**config.mk**
```make
export PLATFORM = sky130hd
export DESIGN_NAME = audio_i2s_transmitter
export DESIGN_NICKNAME = d
export VERILOG_FILES = /design/src/rtl/audio_i2s_transmitter.sv
export SDC_FILE = /design/constraint.sdc
export NUM_CORES = 1
export LEC_CHECK = 0
export ABC_CLOCK_PERIOD_IN_PS = 2700
export BUFFER_PORTS_ARGS = -buffer_cell sky130_fd_sc_hd__buf_2
export CORE_MARGIN = 5
export CORE_UTILIZATION = 58
export DETAILED_ROUTE_END_ITERATION = 8
export PLACE_DENSITY = 0.77
export REMOVE_ABC_BUFFERS = 1
export SLEW_MARGIN = 30
export SYNTH_ARGS = -nofsm -noshare
export SYNTH_HDL_FRONTEND = slang
export SYNTH_SLANG_ARGS = --single-unit
```
**constraint.sdc**
```tcl
create_clock -name MasterCLK -period 2.7 [get_ports MasterCLK]
set_clock_uncertainty 0.1 [all_clocks]
set_input_delay 0.54 -clock MasterCLK [delete_from_list [all_inputs] [get_ports MasterCLK]]
set_output_delay 0.54 -clock MasterCLK [all_outputs]
set_load 0.03 [all_outputs]
```
**src/rtl/audio_i2s_transmitter.sv**
```systemverilog
// audio_i2s_transmitter: I2S serializer with one-entry sample holding register, BCLK/LRCK derived from MasterCLK
module audio_i2s_transmitter #(
  parameter int SAMPLE_WIDTH = 16,
  parameter int BCLK_HALF = 4
) (
  input  logic                    MasterCLK,
  input  logic                    Reset,
  input  logic                    Enable,
  input  logic [SAMPLE_WIDTH-1:0] SampleL,
  input  logic [SAMPLE_WIDTH-1:0] SampleR,
  input  logic                    SampleValid,
  output logic                    SampleReady,
  output logic                    I2S_BCLK,
  output logic                    I2S_LRCK,
  output logic                    I2S_SDATA,
  output logic                    Underrun
);
  localparam int W = SAMPLE_WIDTH;
  localparam int DW = $clog2(BCLK_HALF);
  localparam int SW = $clog2(2 * W);
  localparam logic [DW-1:0] DIV_LAST = DW'(BCLK_HALF - 1);
  localparam logic [SW-1:0] SLOT_LAST = SW'(2 * W - 1);
  localparam logic [SW-1:0] LR_LO = SW'(W - 1);
  localparam logic [SW-1:0] LR_HI = SW'(2 * W - 2);
  logic [DW-1:0] div_q, div_d;
  logic [SW-1:0] slot_q, slot_d;
  logic [2*W-1:0] shift_q, shift_d, hold_q, hold_d;
  logic bclk_q, bclk_d, lrck_q, lrck_d, full_q, full_d, urun_q, urun_d;
  logic wrap, fall, load, xfer;
  always_comb begin
    wrap = Enable && div_q == DIV_LAST;
    fall = wrap && bclk_q;
    load = fall && slot_q == SLOT_LAST;
    xfer = SampleValid && !full_q;
    div_d = (!Enable || wrap) ? '0 : div_q + DW'(1);
    bclk_d = Enable && (bclk_q ^ wrap);
    slot_d = !Enable ? SLOT_LAST : !fall ? slot_q : load ? '0 : slot_q + SW'(1);
    // LRCK leads the MSB by one BCLK, so it switches one slot before each channel
    lrck_d = Enable && (fall ? (slot_d >= LR_LO && slot_d <= LR_HI) : lrck_q);
    shift_d = !Enable ? '0 : load ? (full_q ? hold_q : '0) : fall ? shift_q << 1 : shift_q;
    full_d = xfer || (full_q && !load);
    hold_d = xfer ? {SampleL, SampleR} : hold_q;
    urun_d = load && !full_q;
  end
  always_ff @(posedge MasterCLK) begin
    if (Reset) begin
      div_q <= '0;
      slot_q <= SLOT_LAST;
      shift_q <= '0;
      hold_q <= '0;
      bclk_q <= 1'b0;
      lrck_q <= 1'b0;
      full_q <= 1'b0;
      urun_q <= 1'b0;
    end else begin
      div_q <= div_d;
      slot_q <= slot_d;
      shift_q <= shift_d;
      hold_q <= hold_d;
      bclk_q <= bclk_d;
      lrck_q <= lrck_d;
      full_q <= full_d;
      urun_q <= urun_d;
    end
  end
  assign SampleReady = !full_q;
  assign I2S_BCLK = bclk_q;
  assign I2S_LRCK = lrck_q;
  assign I2S_SDATA = shift_q[2*W-1];
  assign Underrun = urun_q;
endmodule
```
Word-level counts from Yosys, hierarchy flattened
Index checks and enable logic that the tools add are counted.
- $add $sub $neg: 2
- $lt $le $gt $ge: 2
- equal/unequal tests: 2
- multiplexer cells: 7
- bitwise gates (word level): 2
- reduce and logical (&&, ||, !) cells: 17
- operator list (cell ; count):
    $mux W32 ; 3
    $mux W5 ; 3
    $logic_and A1 B1 Y1 ; 9
    $add A5 B1 Y5 const B ; 1
    $eq A5 B5 Y1 const B ; 1
    $ge A5 B4 Y1 const B ; 1
    $le A5 B5 Y1 const B ; 1
    $reduce_or A2 Y1 ; 2
    $logic_not A1 Y1 ; 3
    $add A2 B1 Y2 const B ; 1
    $eq A2 B2 Y1 const B ; 1
    $logic_or A1 B1 Y1 ; 2
    $reduce_bool A2 Y1 ; 1
    $mux W1 ; 1
    $not A1 Y1 ; 1
    $xor A1 B1 Y1 ; 1
- flip-flop bits (word level): 75
- input port bits: 36
- logic and storage cells: 40

Depth between registers and ports, before layout
Gate-level depths: netlist of the first run.
- word-level depth: 11
- mapped depth: 8
- gate-level depth less buffers: 7

Least setup slack after synthesis of the first run
OpenSTA, ideal clock, no wires.
- path type: reg-to-reg
- start point: reg slot_q[0]
- end point: reg lrck_q, in the netlist I2S_LRCK
- library setup time: 0.122 ns
- data arrival time: 1.640 ns
- data required time: 2.478 ns
- setup slack: 0.838 ns
- cell stages (with the launch flop): 8
- buffers on the path: 0
- clock period less this slack: 1.862 ns
- cell sequence: dfxtp_1 > ha_1 > and3_1 > ha_1 > or3b_1 > a32oi_1 > o21ai_1 > mux2i_1
- longest elaborated chain between the ends: 9
- elaborated cells between the ends (all ways): 11
- ends and longest elaborated chain (element ; RTL line ; RTL):
    from (decl) ; 26 ; logic [SW-1:0] slot_q, slot_d;
    from (signal assigned) ; 57 ; slot_q <= slot_d;
    parallel branches: the longest is 3 deep, another holds $add A5 B1 Y5 ; - ;
    $mux W5 * (2 in series) ; 37 ; slot_d = !Enable ? SLOT_LAST : !fall ? slot_q : load ? '0 : slot_q + SW'(1);
    $ge A5 B4 Y1 / $le A5 B5 Y1 (equally long branches) ; 39 ; lrck_d = Enable && (fall ? (slot_d >= LR_LO && slot_d <= LR_HI) : lrck_q);
    $logic_and A1 B1 Y1 * ; 39 ;
    $mux W1 * ; 39 ;
    $logic_and A1 B1 Y1 * ; 39 ;
    to (signal assigned) ; 61 ; lrck_q <= lrck_d;
    to (decl) ; 28 ; logic bclk_q, bclk_d, lrck_q, lrck_d, full_q, full_d, urun_q, urun_d;
Every way passes the cells marked *.
A chain may end at the register's enable or synchronous reset.

Final worst setup path of the first run
- start point: reg slot_q[0]
- end point: reg shift_q[25]
- longest elaborated chain between the ends: 3
- elaborated cells between the ends (all ways): 4
- ends and longest elaborated chain (element ; RTL line ; RTL):
    $eq A5 B5 Y1 * ; 33 ; load = fall && slot_q == SLOT_LAST;
    $logic_and A1 B1 Y1 * ; 33 ;
    $mux W32 / $reduce_bool A2 Y1 (equally long branches) ; - ;
    to (signal assigned) ; 58 ; shift_q <= shift_d;
    to (decl) ; 27 ; logic [2*W-1:0] shift_q, shift_d, hold_q, hold_d;
Every way passes the cells marked *; elsewhere a longest branch is shown, timed or not.

==> metrics, run 1 <==
Crit. End Element=flip-flop; first-pass GRT wire length=approximately 11 mm; Mapped Area=roughly 3100 um^2; top-count cell post-synth=dfxtp_1; synth unique cells=28; Ports=41; largest net degree at the start of global routing=65; Die H=between 80 and 90 um; Worst path max stage delay=450 ps; share of layout cells above drive strength 1=between 10% and 20%; Max rail drop VDD=approximately 430 uV; standard-cell rows=26; Slew HR=between 50% and 60%; Final min period=2180 ps; Synth area leader=dfxtp_1; Syn Area/Cell=8.23 um^2; leakage power total=approximately 1.2 nW; number of synthesized flops with an enable pin=0; # hold bufs at CTS=0; unrepaired setup endpoints after global routing=false; status=completed; CTS root buffer=clkbuf_8; Pwr Density=around 580 nW/um^2; DRC violations left=0; Via density=around 5.5; critical path arrival=2320 ps; met3 usage=about 4.4%; final hold vios=0; Final period util=approximately four fifths; antenna viol nets, final=0; GR Layer Usage met2=27.5%; initial DRC count=around 130; crit start category=flip-flop; Clock Tree Buf Depth=2; vias in the first global route=2284; share of the synthesized area in the top cell type=48.1%; WS Path Type=flip-flop to flip-flop; setup_tns=0 ps; Synth Register Bits=75; DIE AREA=between 6000 and 7000 um^2; sequential area share after synthesis=approximately 48%; Slew Viols, Final=0; vias=2609; grt total ovfl=0; Setup-failing EPs final=0; TritonCTS clock tree=yes; H-Tree Depth=3; Resized cells post-CTS=0; layout net count=about 440; Die Wd=approximately 83 um; largest driver fanout on the critical path=63; Post-synth top cells=dfxtp_1, nand2_1, a21oi_1, nand2b_1, nand3_1; Pre-Repair DR Iteration Count=4; WL/cell=roughly 13 um; Port Buffers=40; final instance area=around 3500 um^2; ys flop type=dfxtp_1; initial antenna violation count=0; CTS Buf Count=9; worst-margin pin slew=690 ps; synth top area cells=dfxtp_1, a311oi_1, nand2_1, nand2b_1, a21oi_1; clock sink count=75; core footprint=5170 um^2; Post-DP HPWL=~3.8 mm; FFs w/ async S/R, synth=0%; Hold WC Path Type=input port to flip-flop; global routing usage on met1=25.9%; Cell Area, Placed=~3300 um^2; Max Freq=around 460 MHz; Crit-path slowest cell=buf_4; Antenna diodes=0; busiest grt layer=met2; worst path cell trace=ha_1 -> and3_1 -> ha_2 -> buf_4 -> nand3_1 -> a311oi_1; clock latency on the worst-skew pair=approximately 340 ps; final WL=6.27 mm; CP required=2840 ps; max_cap viols=0; Synth Instances=379; Clk pin slew, worst setup/hold paths=roughly 70 ps; RD Place Congestion=0.769; total track usage=roughly a fifth; synthesis-to-finish area growth=11.3%; post-CTS repair timing setup buffer count=0; Initial Utilization=60.3%; Yosys warning total=0
## layer usage
| layer | wire length (um) | up-vias | part of all wire, % |
|---|---|---|---|
| met3 | 400 | 7 | 6.4 |
| met4 | 82 | 0 | 1.3 |
| met5 | 0 | - | 0 |
| met1 | 3030 | 1185 | 48 |
| met2 | 2750 | 66 | 44 |
| li1 | - | 1351 | - |
## kinds of logic (layout without fill, tap and decap cells)
logic type,Yosys count,after routing,synth area share (%)
AND/OR/NAND/NOR,188,188,28.6
multiplexers,2,2,0.642
AO/OA/AOI/OAI,73,73,15.7
flip-flops,75,75,48.1
adder cells (fa/ha/maj),4,4,1.60
buffers and inverters,37,65,5.37
## worst paths after layout
path              slack [ps]  cells after the start     endpoint  startpoint
setup / recovery         520                      6  shift_q[25]   slot_q[0]
setup reg to reg         520                      6  shift_q[25]   slot_q[0]
hold / removal           330                      3    hold_q[1]  SampleR[1]
hold reg to reg          330                      1     div_q[0]    div_q[0]
## cells in the final DEF, fill, tap and decap left out, drive strengths merged
| master | synthesis | layout |
|---|---|---|
| clkinv | 0 | 3 |
| nor2b | 3 | 3 |
| a21oi | 36 | 36 |
| o21ai | 4 | 4 |
| and2 | 2 | 2 |
| nand2b | 36 | 36 |
| clkbuf | 10 | 12 |
| nand4b | 2 | 2 |
| and2b | 1 | 1 |
| nor2 | 32 | 32 |
| nand4 | 2 | 2 |
| nand2 | 68 | 68 |
| a311oi | 31 | 31 |
| and3 | 2 | 2 |
| nor3b | 1 | 1 |
| nand3b | 1 | 1 |
| buf | 24 | 47 |
| or3b | 1 | 1 |
| dfxtp | 75 | 75 |
| nand3 | 33 | 33 |
| inv | 3 | 3 |
| or3 | 1 | 1 |
| a32oi | 1 | 1 |
| mux2i | 2 | 2 |
| o311ai | 1 | 1 |
| ha | 4 | 4 |
| nor3 | 3 | 3 |
## final cells by class
| cell class | count | area, um^2 |
|---|---|---|
| Multi-Input combinational cell | 267 | 1460 |
| Inverter | 3 | 11.3 |
| Clock buffer | 12 | 145 |
| Timing Repair Buffer | 47 | 253 |
| Fill cell | 465 | 1700 |
| Tap cell | 70 | 87.6 |
| Clock inverter | 3 | 15.0 |
| Sequential cell | 75 | 1500 |
## power by group
part / switching [mW] / total [mW] / internal, mW
sequential: 0.0226 / 1.16 / 1.14
clock: 0.380 / 0.730 / 0.350
combinational: 0.0815 / 0.133 / 0.0512
## metrics by stage
step / utilization, % / std cells / total power, mW / hold slack (ps) / setup WS (ps)
after floorplan: - / 345 / 1.25 / 304 / -317
after global placement: 64.0 / 462 / 1.32 / 315 / 612
after detailed placement: 64.0 / 462 / 1.32 / 326 / 480
after CTS: 67.1 / 477 / 2.04 / 313 / 528
after global routing: 67.1 / 477 / 2.11 / 323 / 333
final: 67.1 / 477 / 2.02 / 331 / 521
## flip-flops by register name (all words and copies together), names as in the netlist
name      count
I2S_BCLK      1
slot_q        5
hold_q       32
Underrun      1
div_q         2
shift_q      32
full_q        1
I2S_LRCK      1
## worst max-delay path: cells and delay by family (launching register included)
kind,cells,cell delay [ps]
DFF,1,410
AOI/OAI and AO/OA,1,300
adders and majority gates,2,470
buffers and inverters,1,450
and+or+nand+nor,2,330
Note: power is estimated with default switching activity, not from simulation.
==> inputs of run 2 (changes only) <==
ABC_CLOCK_PERIOD_IN_PS = 2000   (was 2700)
CORE_UTILIZATION = 51   (was 58)
PLACE_DENSITY = 0.72   (was 0.77)
clock period = 2 ns   (was 2.7 ns; I/O delays follow)
==> metrics, run 2 (synthesis gave the netlist of run 1 again) <==
status=completed; met3 usage=3.45% (-0.91 points); Max Freq=520 MHz (+13%); Final period util=96.1% (+15 points); standard-cell rows=28 (+7.7%); Sequential Area=1500 um^2 (unchanged); WHS Endpoint=hold_q[16]; share of layout cells above drive strength 1=17.9% (+2.5 points); RR Endpoint=I2S_LRCK; grt total ovfl=0 (unchanged); Logic pwr share=6.7% (about the same); DRC violations left=0 (unchanged); R2R depth=7 (+1); Hold WC Path Type=input port to flip-flop; Die H=88.2 um (+5.8%); Setup-failing EPs final=0 (unchanged); Core Util, Final=61.2% (-6.0 points); area taken by multi-input logic gates=1480 um^2 (+1.7%); H-Tree Depth=3 (unchanged); unrepaired setup endpoints after global routing=false; Via density=5.33 (-2.5%); initial DRC count=153 (+14%); busiest grt layer=met2; GR Layer Usage met2=29.7% (+2.2 points); Initial Utilization=52.7% (-7.6 points); hold wc startpoint=SampleL[0]; max_cap viols=0 (unchanged); reg2reg start=slot_q[0]; TritonCTS clock tree=yes; Clock Tree Buf Depth=2 (unchanged); crit start category=flip-flop; largest driver fanout on the critical path=7 (-89%); antenna viol nets, final=0 (unchanged); worst-margin pin slew=455 ps (-235 ps); total track usage=18.6% (+0.022 points); Slew Viols, Final=0 (unchanged); Antenna diodes=0 (unchanged); hold path depth=3 (unchanged); Die Wd=88.2 um (+5.8%); initial antenna violation count=0 (unchanged); RD Place Congestion=0.860 (+12%); vias=2628 (+0.73%); DIE AREA=7780 um^2 (+12%); WL/cell=13.6 um (+3.3%); WS Path Type=flip-flop to flip-flop; Clk pin slew, worst setup/hold paths=80 ps (about the same); Port Buffers=40 (unchanged); layout net count=453 (+2.3%); global routing usage on met1=25.0% (-0.92 points); Post-DP HPWL=4.31 mm (+13%); Slew HR=69.6% (+16 points); sequential power share=54.6% (-2.8 points); clock sink count=75 (unchanged); first-pass GRT wire length=11.4 mm (+6.3%); final WL=6.69 mm (+6.8%); commonest cells after routing, fill and taps aside=dfxtp_1, nand2_1, buf_2; CTS root buffer=clkbuf_8; final hold vios=0 (unchanged); registers with the most flip-flops=hold_q x32, shift_q x32, slot_q x5; clock latency on the worst-skew pair=340 ps (about the same); Crit. End Element=flip-flop; fill count=517 (+11%); Sw Share=23.7% (-0.25 points); Clock power frac=38.7% (+2.6 points); CP required=2110 ps (-730 ps); Psw=0.678 mW (+40%); Final min period=1920 ps (-257 ps); setup_tns=0 ps (unchanged); critical path arrival=2040 ps (-280 ps); P_int=2.18 mW (+42%); # hold bufs at CTS=0 (unchanged); commonest non-fill, non-tap cell in the layout=dfxtp_1; CTS Buf Count=9 (unchanged); vias in the first global route=2484 (+8.8%); reg2reg setup slack=80 ps (-440 ps); Pwr Density=790 nW/um^2 (+36%); Max rail drop VDD=456 uV (+4.8%); core footprint=5920 um^2 (+14%); Ports=41 (unchanged); Pre-Repair DR Iteration Count=4 (unchanged); leakage power total=1.29 nW (+5.8%); synthesis-to-finish area growth=16.0%; largest net degree at the start of global routing=40 (-38%)
## run 2: cell count changes in the layout (fill, tap and decap cells not counted), moves of 2 or more
cell   delta
buf_4     +6
buf_6     +2
ha_2      -2
ha_4      +2
## run 2: power by group through the flow
stage                     combinational [mW]  clock [mW]  sequential, mW
after floorplan                       0.0910           0            1.60
after global placement                 0.188           0            1.60
after detailed placement               0.193           0            1.60
after CTS                              0.193        1.13            1.56
after global routing                   0.218        1.22            1.57
final                                  0.191        1.11            1.56
## run 2: area by class of cell
| cell class | count | share of cell area [%] |
|---|---|---|
| timing repair buffer | 57 | 9.54 |
| multi-input combinational | 267 | 41.0 |
| sequential | 75 | 41.5 |
| clock inverter | 5 | 1.49 |
| clock buffer | 11 | 3.63 |
| inverter | 3 | 0.311 |
| tap | 75 | 2.59 |
## run 2: routing by layer
layer | share of wire (%) | routed length (um)
met4 | 1.5 | 102
met2 | 47 | 3170
met3 | 3.0 | 200
met5 | 0 | 0
met1 | 48 | 3220
## run 2: worst max-delay path by stage
stage                     to  startpoint  cells past startpoint  slack [ps]
detailed placement  I2S_LRCK    div_q[0]                      7          40
global route        I2S_LRCK    div_q[0]                      7           3
global placement    I2S_LRCK    div_q[0]                      7         150
finish              I2S_LRCK   slot_q[0]                      7          80
floorplan           I2S_LRCK    div_q[0]                      7        -980
CTS                 I2S_LRCK    div_q[0]                      7          20
## run 2: per-stage QoR
stage	hold WS (ps)	worst slack, ps	instance area [um^2]	cells	power (mW)
after global placement	312	152	3400	476	1.78
after detailed placement	325	38.4	3400	476	1.79
after CTS	180	16.9	3580	492	2.89
after floorplan	304	-978	2960	345	1.69
final	189	77.8	3620	493	2.86
after global routing	173	3.26	3620	493	3.00
## run 2: repair_timing
item,CTS,global route
setup buffers,0,1
setup endpoints to repair,0,6
gates resized for setup,0,5
## run 2: critical path: stages (launching register included)
cell,delay [ps]
dfxtp_1,320
ha_1,210
and3_4,190
ha_4,180
or3b_1,380
a32oi_1,180
o21ai_1,120
mux2i_1,130
